$ cat src/rtl/alu_seq_ctrl.sv
// rtl/alu_seq_ctrl.sv - command sequencer for the signed accumulator ALU with iterative shift-add MUL
// Optional SAT_ARITH_EN: saturating ADD/SUB/NEG/MUL instead of wrap-around.
module alu_seq_ctrl #(
    parameter int WIDTH = 11,
    parameter int OPW   = 4
) (
    input  logic             clk,
    input  logic             rst,
    input  logic             cmd_valid,
    output logic             cmd_ready,
    input  logic [OPW-1:0]   cmd_op,
    input  logic [WIDTH-1:0] cmd_opnd,
    output logic [WIDTH-1:0] acc,
    output logic             done,
    output logic             illegal,
    output logic             flag_z,
    output logic             flag_n,
    output logic             flag_v
);
    localparam int CW = $clog2(WIDTH);
    localparam logic [CW-1:0] CNT_LAST = CW'(WIDTH - 1);
    localparam logic [WIDTH-1:0] MAXV = {1'b0, {(WIDTH-1){1'b1}}};
    localparam logic [WIDTH-1:0] MINV = {1'b1, {(WIDTH-1){1'b0}}};

    localparam logic [OPW-1:0] OP_NOP  = OPW'(0);
    localparam logic [OPW-1:0] OP_LOAD = OPW'(1);
    localparam logic [OPW-1:0] OP_ADD  = OPW'(2);
    localparam logic [OPW-1:0] OP_SUB  = OPW'(3);
    localparam logic [OPW-1:0] OP_NOT  = OPW'(4);
    localparam logic [OPW-1:0] OP_NEG  = OPW'(5);
    localparam logic [OPW-1:0] OP_AND  = OPW'(6);
    localparam logic [OPW-1:0] OP_OR   = OPW'(7);
    localparam logic [OPW-1:0] OP_MUL  = OPW'(8);

`ifdef SAT_ARITH_EN
    localparam int PW = 2 * WIDTH;
`else
    localparam int PW = WIDTH;
`endif

    typedef enum logic [1:0] {S_IDLE, S_EXEC, S_MUL, S_DONE} state_t;

    state_t           state_q, state_d;
    logic             accept;
    logic [OPW-1:0]   op_q;
    logic [WIDTH-1:0] opnd_q;
    logic [WIDTH-1:0] acc_q;
    logic             z_q, n_q, v_q, done_q, ill_q;
    logic [CW-1:0]    cnt_q;
    logic [PW-1:0]    psum_q, psum_d, mul_addend;

    logic [WIDTH-1:0] ex_res, sum, diff, neg;
    logic             ex_v, ex_wr, ex_ill;
    logic [WIDTH-1:0] mul_res;
    logic             mul_v;

    always_ff @(posedge clk) begin
        if (rst) state_q <= S_IDLE;
        else     state_q <= state_d;
    end

    always_comb begin
        state_d   = state_q;
        accept    = 1'b0;
        cmd_ready = (state_q == S_IDLE);
        case (state_q)
            S_IDLE: if (cmd_valid) begin
                accept  = 1'b1;
                state_d = (cmd_op == OP_MUL) ? S_MUL : S_EXEC;
            end
            S_EXEC: state_d = S_IDLE;
            S_MUL:  if (cnt_q == CNT_LAST) state_d = S_DONE;
            S_DONE: state_d = S_IDLE;
            default: state_d = S_IDLE;
        endcase
    end

    // Single-cycle result; overflow uses operand/result sign bits.
    always_comb begin
        sum    = acc_q + opnd_q;
        diff   = acc_q - opnd_q;
        neg    = '0 - acc_q;
        ex_res = acc_q;
        ex_v   = 1'b0;
        ex_wr  = 1'b1;
        ex_ill = 1'b0;
        case (op_q)
            OP_NOP:  ex_wr = 1'b0;
            OP_LOAD: ex_res = opnd_q;
            OP_ADD: begin
                ex_res = sum;
                ex_v   = (acc_q[WIDTH-1] == opnd_q[WIDTH-1]) && (sum[WIDTH-1] != acc_q[WIDTH-1]);
            end
            OP_SUB: begin
                ex_res = diff;
                ex_v   = (acc_q[WIDTH-1] != opnd_q[WIDTH-1]) && (diff[WIDTH-1] != acc_q[WIDTH-1]);
            end
            OP_NOT:  ex_res = ~acc_q;
            OP_NEG: begin
                ex_res = neg;
                ex_v   = (acc_q == MINV);
            end
            OP_AND:  ex_res = acc_q & opnd_q;
            OP_OR:   ex_res = acc_q | opnd_q;
            OP_MUL:  ex_wr = 1'b0;
            default: begin
                ex_wr  = 1'b0;
                ex_ill = 1'b1;
            end
        endcase
`ifdef SAT_ARITH_EN
        // An overflowed result carries the wrong sign, so clamp opposite to it.
        if (ex_v) ex_res = ex_res[WIDTH-1] ? MAXV : MINV;
`endif
    end

`ifdef SAT_ARITH_EN
    logic [WIDTH:0] mul_hi;
    logic           mul_fits;
    always_comb begin
        mul_addend = {{WIDTH{acc_q[WIDTH-1]}}, acc_q} << cnt_q;
        psum_d     = psum_q;
        // The multiplier's top bit has negative weight in two's complement.
        if (opnd_q[cnt_q])
            psum_d = (cnt_q == CNT_LAST) ? psum_q - mul_addend : psum_q + mul_addend;
        mul_hi   = psum_q[PW-1:WIDTH-1];
        mul_fits = (&mul_hi) | ~(|mul_hi);
        mul_res  = mul_fits ? psum_q[WIDTH-1:0] : (psum_q[PW-1] ? MINV : MAXV);
        mul_v    = ~mul_fits;
    end
`else
    always_comb begin
        mul_addend = acc_q << cnt_q;
        psum_d     = opnd_q[cnt_q] ? psum_q + mul_addend : psum_q;
        mul_res    = psum_q;
        mul_v      = 1'b0;
    end
`endif

    always_ff @(posedge clk) begin
        if (rst) begin
            op_q   <= '0;
            opnd_q <= '0;
            acc_q  <= '0;
            z_q    <= 1'b1;
            n_q    <= 1'b0;
            v_q    <= 1'b0;
            done_q <= 1'b0;
            ill_q  <= 1'b0;
            cnt_q  <= '0;
            psum_q <= '0;
        end else begin
            done_q <= 1'b0;
            ill_q  <= 1'b0;
            if (accept) begin
                op_q   <= cmd_op;
                opnd_q <= cmd_opnd;
                cnt_q  <= '0;
                psum_q <= '0;
            end
            case (state_q)
                S_EXEC: begin
                    done_q <= 1'b1;
                    ill_q  <= ex_ill;
                    if (ex_wr) begin
                        acc_q <= ex_res;
                        z_q   <= (ex_res == '0);
                        n_q   <= ex_res[WIDTH-1];
                        v_q   <= ex_v;
                    end
                end
                S_MUL: begin
                    psum_q <= psum_d;
                    cnt_q  <= cnt_q + 1'b1;
                end
                S_DONE: begin
                    done_q <= 1'b1;
                    acc_q  <= mul_res;
                    z_q    <= (mul_res == '0);
                    n_q    <= mul_res[WIDTH-1];
                    v_q    <= mul_v;
                end
                default: ;
            endcase
        end
    end

    assign acc     = acc_q;
    assign done    = done_q;
    assign illegal = ill_q;
    assign flag_z  = z_q;
    assign flag_n  = n_q;
    assign flag_v  = v_q;
endmodule

$ cat config.mk
export PLATFORM = sky130hd
export DESIGN_NAME = alu_seq_ctrl
export DESIGN_NICKNAME = d
export VERILOG_FILES = /design/src/rtl/alu_seq_ctrl.sv
export SDC_FILE = /design/constraint.sdc
export NUM_CORES = 1
export LEC_CHECK = 0
export BUFFER_PORTS_ARGS = -buffer_cell sky130_fd_sc_hd__buf_2
export CORE_AREA = 2 2 123 125
export CTS_CLUSTER_SIZE = 30
export DETAILED_ROUTE_END_ITERATION = 10
export DIE_AREA = 0 0 125 127
export PLACE_DENSITY = 0.59
export SKIP_LAST_GASP = 1
export SYNTH_ARGS = -nofsm -noshare
export SYNTH_HDL_FRONTEND = slang
export SYNTH_SLANG_ARGS = --single-unit
$ cat constraint.sdc
create_clock -name clk -period 2.8 [get_ports clk]
set_input_delay 0.14 -clock clk [delete_from_list [all_inputs] [get_ports clk]]
set_output_delay 0.14 -clock clk [all_outputs]
set_load 0.01 [all_outputs]
==> flow_summary.ini, run 1 <==
[run_status]
status = finished with violations
violations = negative setup slack

[yosys]
synth_edf_count = 0
synth.net_count = 760
synth.distinct_cells = 75
synth-main-ff-cell = dfxtp_1
postSynthCellCount = 691
syn-cell-area_um2 = 5006
yosys.area_share.adder = 0.1320
muxShareOfSynthArea = 0.05099
synth_top_family_by_area = compound AO/OA/AOI/OAI gates
yosys_warnings = 0
synth_compound_area_frac = 0.2689
synth-seq-area-share = 0.1880
synth-xor-area-share = 0.02099
avgSynthCellArea_um2 = 7.245
synth_simple_gate_area_share = 0.2559
ys_async_sr_fraction = 0
ys_ff_latch = 47

[sta]
max_freq_mhz = 353.2
finalHoldViolCount = 0
setup_viol = 1
worstMarginPinSlew_ns = 0.5865
drv_slew = 0
grt_setup_unrepaired = yes
relSlewSlack = 0.6035
fin_crit_sh = 1.011
worst_slack_ns = -0.03155
finalClockSkew_ns = 0.005538
period_minus_slack_ns = 2.832

[worst_setup_path]
crit_slowest_cell = dfxtp_4
cp-start-kind = flip-flop
critPathLaunch = cnt_q[1]$_SDFFE_PP0P_
critical-path-top-delay-family = multiplexers
r2r-start = cnt_q[1]$_SDFFE_PP0P_
critPathMaxStageDelay_ns = 0.37
critPathArrivalTime_ns = 3.06
path_class = reg -> reg
worst_ep_required_time_ns = 3.03
crit_fanout = 13
critical_path.cell_chain = buf_12 -> mux2i_2 -> mux2_4 -> mux2_2 -> nor2_2 -> ha_1 -> or2_4 -> a21oi_2 -> a21oi_2 -> a31oi_1 -> xnor2_1 -> o31a_1 -> nor3_2
worst-path-buf-inv = 1
cp_common_cell = a21oi_2
end_kind = flip-flop

[global_routing]
grt_max_degree = 26
grtUsageTotal = 0.2174
grt_pass1_vias = 5296
antenna_found_initial = 0
grt_pass1_wl_um = 27870
gr-total-overflow = 0

[hold_path]
hold_class = in -> reg
hp-start = cmd_opnd[5]

[finish]
final_nets = 875
layout-drive-gt1-share = 0.3189
insertedDiodeCount = 0
final_util = 0.4577
area_growth_pct = 31.87

[detailed_routing]
num_vias = 5567
dr.pass1.iters = 6
viasPerCell = 5.623
drtIter0Drc = 379
wl_um = 17230
drc = 0
post_drt_wl_per_cell_um = 17.41
ant_nets = 0

[die]
ios = 35
die-area_um2 = 15880
coreArea_um2 = 14420
fp.dieW_um = 125
die_h_um = 127
start_util = 0.3471
rows = 44

[job]
drv_cap = 0

[placement]
dp_worst_setup_slack_ns = -0.1390
port_buffers = 34
place_congestion = 0.9176
dp_hpwl_um = 13320

[power_and_ir_drop]
ir_worst_vdd_mv = 0.3001
fin_total_pwr_uw = 2068
p_per_area_nw_per_um2 = 313.2
p_leak_uw = 0.002774

[clocking]
cts_tree = done
clock_latency_ns = 0.30
htree_num_levels = 2
postCtsHoldBufs = 0
cts_sinks = 47
path_clk_slew_ns = 0.06
clockRootBuffer = clkbuf_16
clockBufferDepth = 2
cts_buffers = 5
[power breakdown]
| group | internal, uW | switching [uW] |
|---|---|---|
| Clock | 349 | 272 |
| Combinational | 327 | 391 |
| Sequential | 693 | 35.8 |
[through the flow]
step	TNS [ns]	hold slack [ns]	instance area, um2	instances
finish	-0.03155	0.07444	6601	990
global route	-0.3634	0.07140	6601	990
CTS	0	0.06734	6281	985
detailed placement	-0.3058	0.3885	6082	977
global placement	-0.1100	0.3867	6082	977
floorplan	-0.0004816	0.2760	5045	691
[area by class of cell]
| class | instances | area (um2) |
|---|---|---|
| Fill cell | 1483 | 7823 |
| Timing Repair Buffer | 161 | 1140 |
| Multi-Input combinational cell | 546 | 3959 |
| Sequential cell | 47 | 959.7 |
| Clock buffer | 6 | 138.9 |
| Inverter | 45 | 168.9 |
| Clock inverter | 1 | 5.005 |
| Tap cell | 184 | 230.2 |
[tightest hold or removal path, delay by kind of cell]
kind	cells	cell delay, ns
compound gates	1	0.05
buf+inv	1	0.09
simple gates	1	0.04
[repair_timing]
action | CTS | global route
buffers inserted | 1 | 5
pin swaps | 6 | 22
cloned | 0 | 0
setup endpoints to repair | 6 | 13
gates resized for setup | 13 | 72
[layout by cell type, fill, tap and decap left out, drive strengths merged, types with 4 or more instances in the layout]
master  instances
inv            45
o22ai           6
a31oi          10
a21o            7
xnor2           9
or2             4
o21ai          31
a22oi           7
o21a            4
mux2i          12
clkbuf          6
o21bai          4
a21oi          72
a211oi         11
nor3b           5
buf           161
o221ai          4
or3            12
o211ai         10
nand3          14
nand2          76
nand2b          9
ha             48
or4             5
a311oi          9
nor3           24
dfxtp          47
nor2b           9
and2            5
nor4            9
nor2           67
nor4b           6
mux4            5
[cells by family after synthesis]
family                   after synthesis
buffers and inverters                 98
AND/OR/NAND/NOR                      259
AO/OA/AOI/OAI                        205
XOR/XNOR                              12
multiplexers                          19
flip-flops                            47
adder cells (fa/ha/maj)               51
[flip-flops by register name, indices dropped and copies added (netlist names)]
register	cells
acc	11
mul_res	11
opnd_q	11
cnt_q	4
op_q	4
state_q	2
done	1
flag_v	1
flag_z	1
illegal	1
[cells in the mapped netlist, drive strengths merged (5+ instances only)]
master,n,area (um2)
o22ai,6,37.54
xnor2,9,78.83
nor4b,6,52.55
a21o,7,53.80
nor2b,9,56.30
nor4,9,56.30
dfxtp,47,940.9
o21ai,31,162.7
a22oi,7,52.55
a311oi,9,85.08
nor3,24,125.1
or4,5,41.29
inv,45,168.9
nand2b,9,56.30
nand3,14,70.07
a211oi,11,82.58
and2,5,31.28
ha,48,600.6
o211ai,10,85.08
a31oi,10,62.56
nor3b,5,37.54
buf,23,135.1
mux2i,12,120.1
nor2,67,254.0
nand2,76,285.3
a21oi,72,360.4
clkbuf,30,112.6
mux4,5,112.6
or3,12,75.07
[final timing paths]
path | end | slack, ns | cells past startpoint
max | mul_res[10]$_SDFFE_PP0P_ | -0.03 | 13
min reg2reg | opnd_q[0]$_SDFFE_PP0P_ | 0.49 | 2
min | opnd_q[5]$_SDFFE_PP0P_ | 0.07 | 3
max reg2reg | mul_res[10]$_SDFFE_PP0P_ | -0.03 | 13
[metal layers]
layer | share of wire | wire length [um] | up-vias | track usage
met4 | 0.029 | 498 | 0 | 0.08497
li1 | - | - | 2732 | -
met5 | 0 | 0 | - | 0
met3 | 0.067 | 1160 | 40 | 0.04564
met1 | 0.47 | 8128 | 2590 | 0.3057
met2 | 0.43 | 7444 | 205 | 0.3261
(Power assumes the default switching activity.)
==> inputs of run 2 (changes only) <==
CORE_AREA = 2 2 142 109   (was 2 2 123 125)
DIE_AREA = 0 0 144 111   (was 0 0 125 127)
PLACE_DENSITY = 0.57   (was 0.59)
clock period = 3.5 ns   (was 2.8 ns; I/O delays follow)
==> run 2 against run 1 <==
  * The run now ends clean
  * Sequential power is 19% lower
  * Setup slack gained 0.31 ns
  * Final cell count shrank 7.7%
  * Fmax down 12%
  * Critical path depth decreased by 3
  * Via count down 4.1%
  * Global-route usage is 0.54 points lower
  * Total power down 26%
==> flow_summary.ini, run 2 (synthesis gave the netlist of run 1 again) <==
[die]
ios = 35
die-area_um2 = 15980
fp.dieW_um = 144
coreArea_um2 = 14790
start_util = 0.3386
die_h_um = 111
rows = 39

[clocking]
clockBufferDepth = 2
htree_num_levels = 2
clockRootBuffer = clkbuf_16
postCtsHoldBufs = 0
clock_latency_ns = 0.29
cts_sinks = 47
cts_tree = done
cts_buffers = 5
path_clk_slew_ns = 0.07

[finish]
mostFrequentLayoutCell = nand2_1
final_cell_mix = nand2_1, a21oi_1, nor2_1
fillers = 1558
postLayoutCellArea_um2 = 5570
final_nets = 777
insertedDiodeCount = 0
layout-drive-gt1-share = 0.1368
area_growth_pct = 11.27

[power_and_ir_drop]
p_leak_uw = 0.002243
p_per_area_nw_per_um2 = 275.5
ir_worst_vdd_mv = 0.2115

[detailed_routing]
drc = 0
drtIter0Drc = 614
dr.pass1.iters = 6
ant_nets = 0
num_vias = 5339
wl_um = 16970
viasPerCell = 5.841
post_drt_wl_per_cell_um = 18.57

[sta]
fin_tns_setup_ns = 0
relSlewSlack = 0.3830
setup_viol = 0
period_minus_slack_ns = 3.222
finalHoldViolCount = 0
fin_crit_sh = 0.9207
finalClockSkew_ns = 0.005891
max_freq_mhz = 310.3
worstMarginPinSlew_ns = 0.9256
grt_setup_unrepaired = no
drv_slew = 0
whs_ns = 0.1142

[global_routing]
gr-total-overflow = 0
antenna_found_initial = 0
grt_pass1_vias = 4867
grtUsageTotal = 0.2120
grt_pass1_wl_um = 26810
grt_max_degree = 49

[worst_setup_path]
critPathMaxStageDelay_ns = 0.60
regToRegSetupSlack_ns = 0.28
path_class = reg -> reg
end_kind = flip-flop
worst-path-buf-inv = 1
worst_ep_required_time_ns = 3.71
critical-path-top-delay-family = compound AO/OA/AOI/OAI gates
critical_path.cell_chain = inv_1 -> ha_1 -> nor3b_1 -> o31ai_1 -> o211ai_2 -> and4_2 -> or4_4 -> o21ai_2 -> a21oi_1 -> a211oi_1
cp-start-kind = flip-flop
crit_slowest_cell = dfxtp_1
critPathArrivalTime_ns = 3.43
crit_fanout = 12

[hold_path]
hold_class = in -> reg

[run_status]
status = complete, no violations

[placement]
place_area_um2 = 5403
port_buffers = 34
place_congestion = 0.9423
dp_hpwl_um = 12990

[job]
drv_cap = 0
## run 2: cell count changes in the layout (fill, tap and decap cells not counted), sizes merged
cell / before / now
buf: 161 / 63
clkbuf: 6 / 5
clkinv: 1 / 2
inv: 45 / 46
## run 2: through the flow
stage / power, uW / util / instances / setup WS (ns)
finish: 1535 / 0.3767 / 914 / 0.2777
CTS: 1524 / 0.3754 / 914 / 0.1402
detailed placement: 1031 / 0.3654 / 906 / 0.2283
floorplan: 898.8 / - / 691 / 0.5206
global route: 1618 / 0.3767 / 914 / 0.03606
global placement: 1025 / 0.3654 / 906 / 0.3090
## run 2: where the power goes
| group | internal, uW | leakage [uW] | switching (uW) |
|---|---|---|---|
| sequential | 553 | 0.000383 | 34.3 |
| clock | 268 | 0.0000742 | 227 |
| combinational | 171 | 0.00179 | 281 |
## run 2: worst paths after layout
kind | startpoint | end | cells after the start
setup reg to reg | acc[5]$_SDFFE_PP0P_ | flag_z$_SDFFE_PP1P_ | 10
setup / recovery | acc[5]$_SDFFE_PP0P_ | flag_z$_SDFFE_PP1P_ | 10
hold reg to reg | mul_res[3]$_SDFFE_PP0P_ | acc[3]$_SDFFE_PP0P_ | 2
hold / removal | cmd_opnd[6] | opnd_q[6]$_SDFFE_PP0P_ | 3
## run 2: timing repair
item | 4_1_cts | 5_1_grt
buffers inserted | 0 | 0
endpoints found under the setup margin | 0 | 3
resized for setup | 0 | 6
## run 2: area by class of cell
class                   count  area [um2]  area share
well taps                 205       256.5     0.04605
clock inverters             3       22.52    0.004043
flip-flops and latches     47       943.4      0.1694
multi-input cells         546        3666      0.6581
clock buffers               5       125.1     0.02246
inverters                  45       168.9     0.03032
repair buffers             63       387.9     0.06963
## run 2: metal layers
layer | routed length [um] | vias up | global-route usage
li1 | - | 2538 | -
met1 | 8445 | 2584 | 0.3261
met2 | 6929 | 200 | 0.2965
met3 | 1445 | 17 | 0.05616
met4 | 150 | 0 | 0.03595
met5 | 0 | - | 0
## run 2: worst min-delay path, delay by kind of cell
kind	cells	cell delay, ns
AOI/OAI and AO/OA	1	0.05
and+or+nand+nor	1	0.04
buffers and inverters	1	0.10
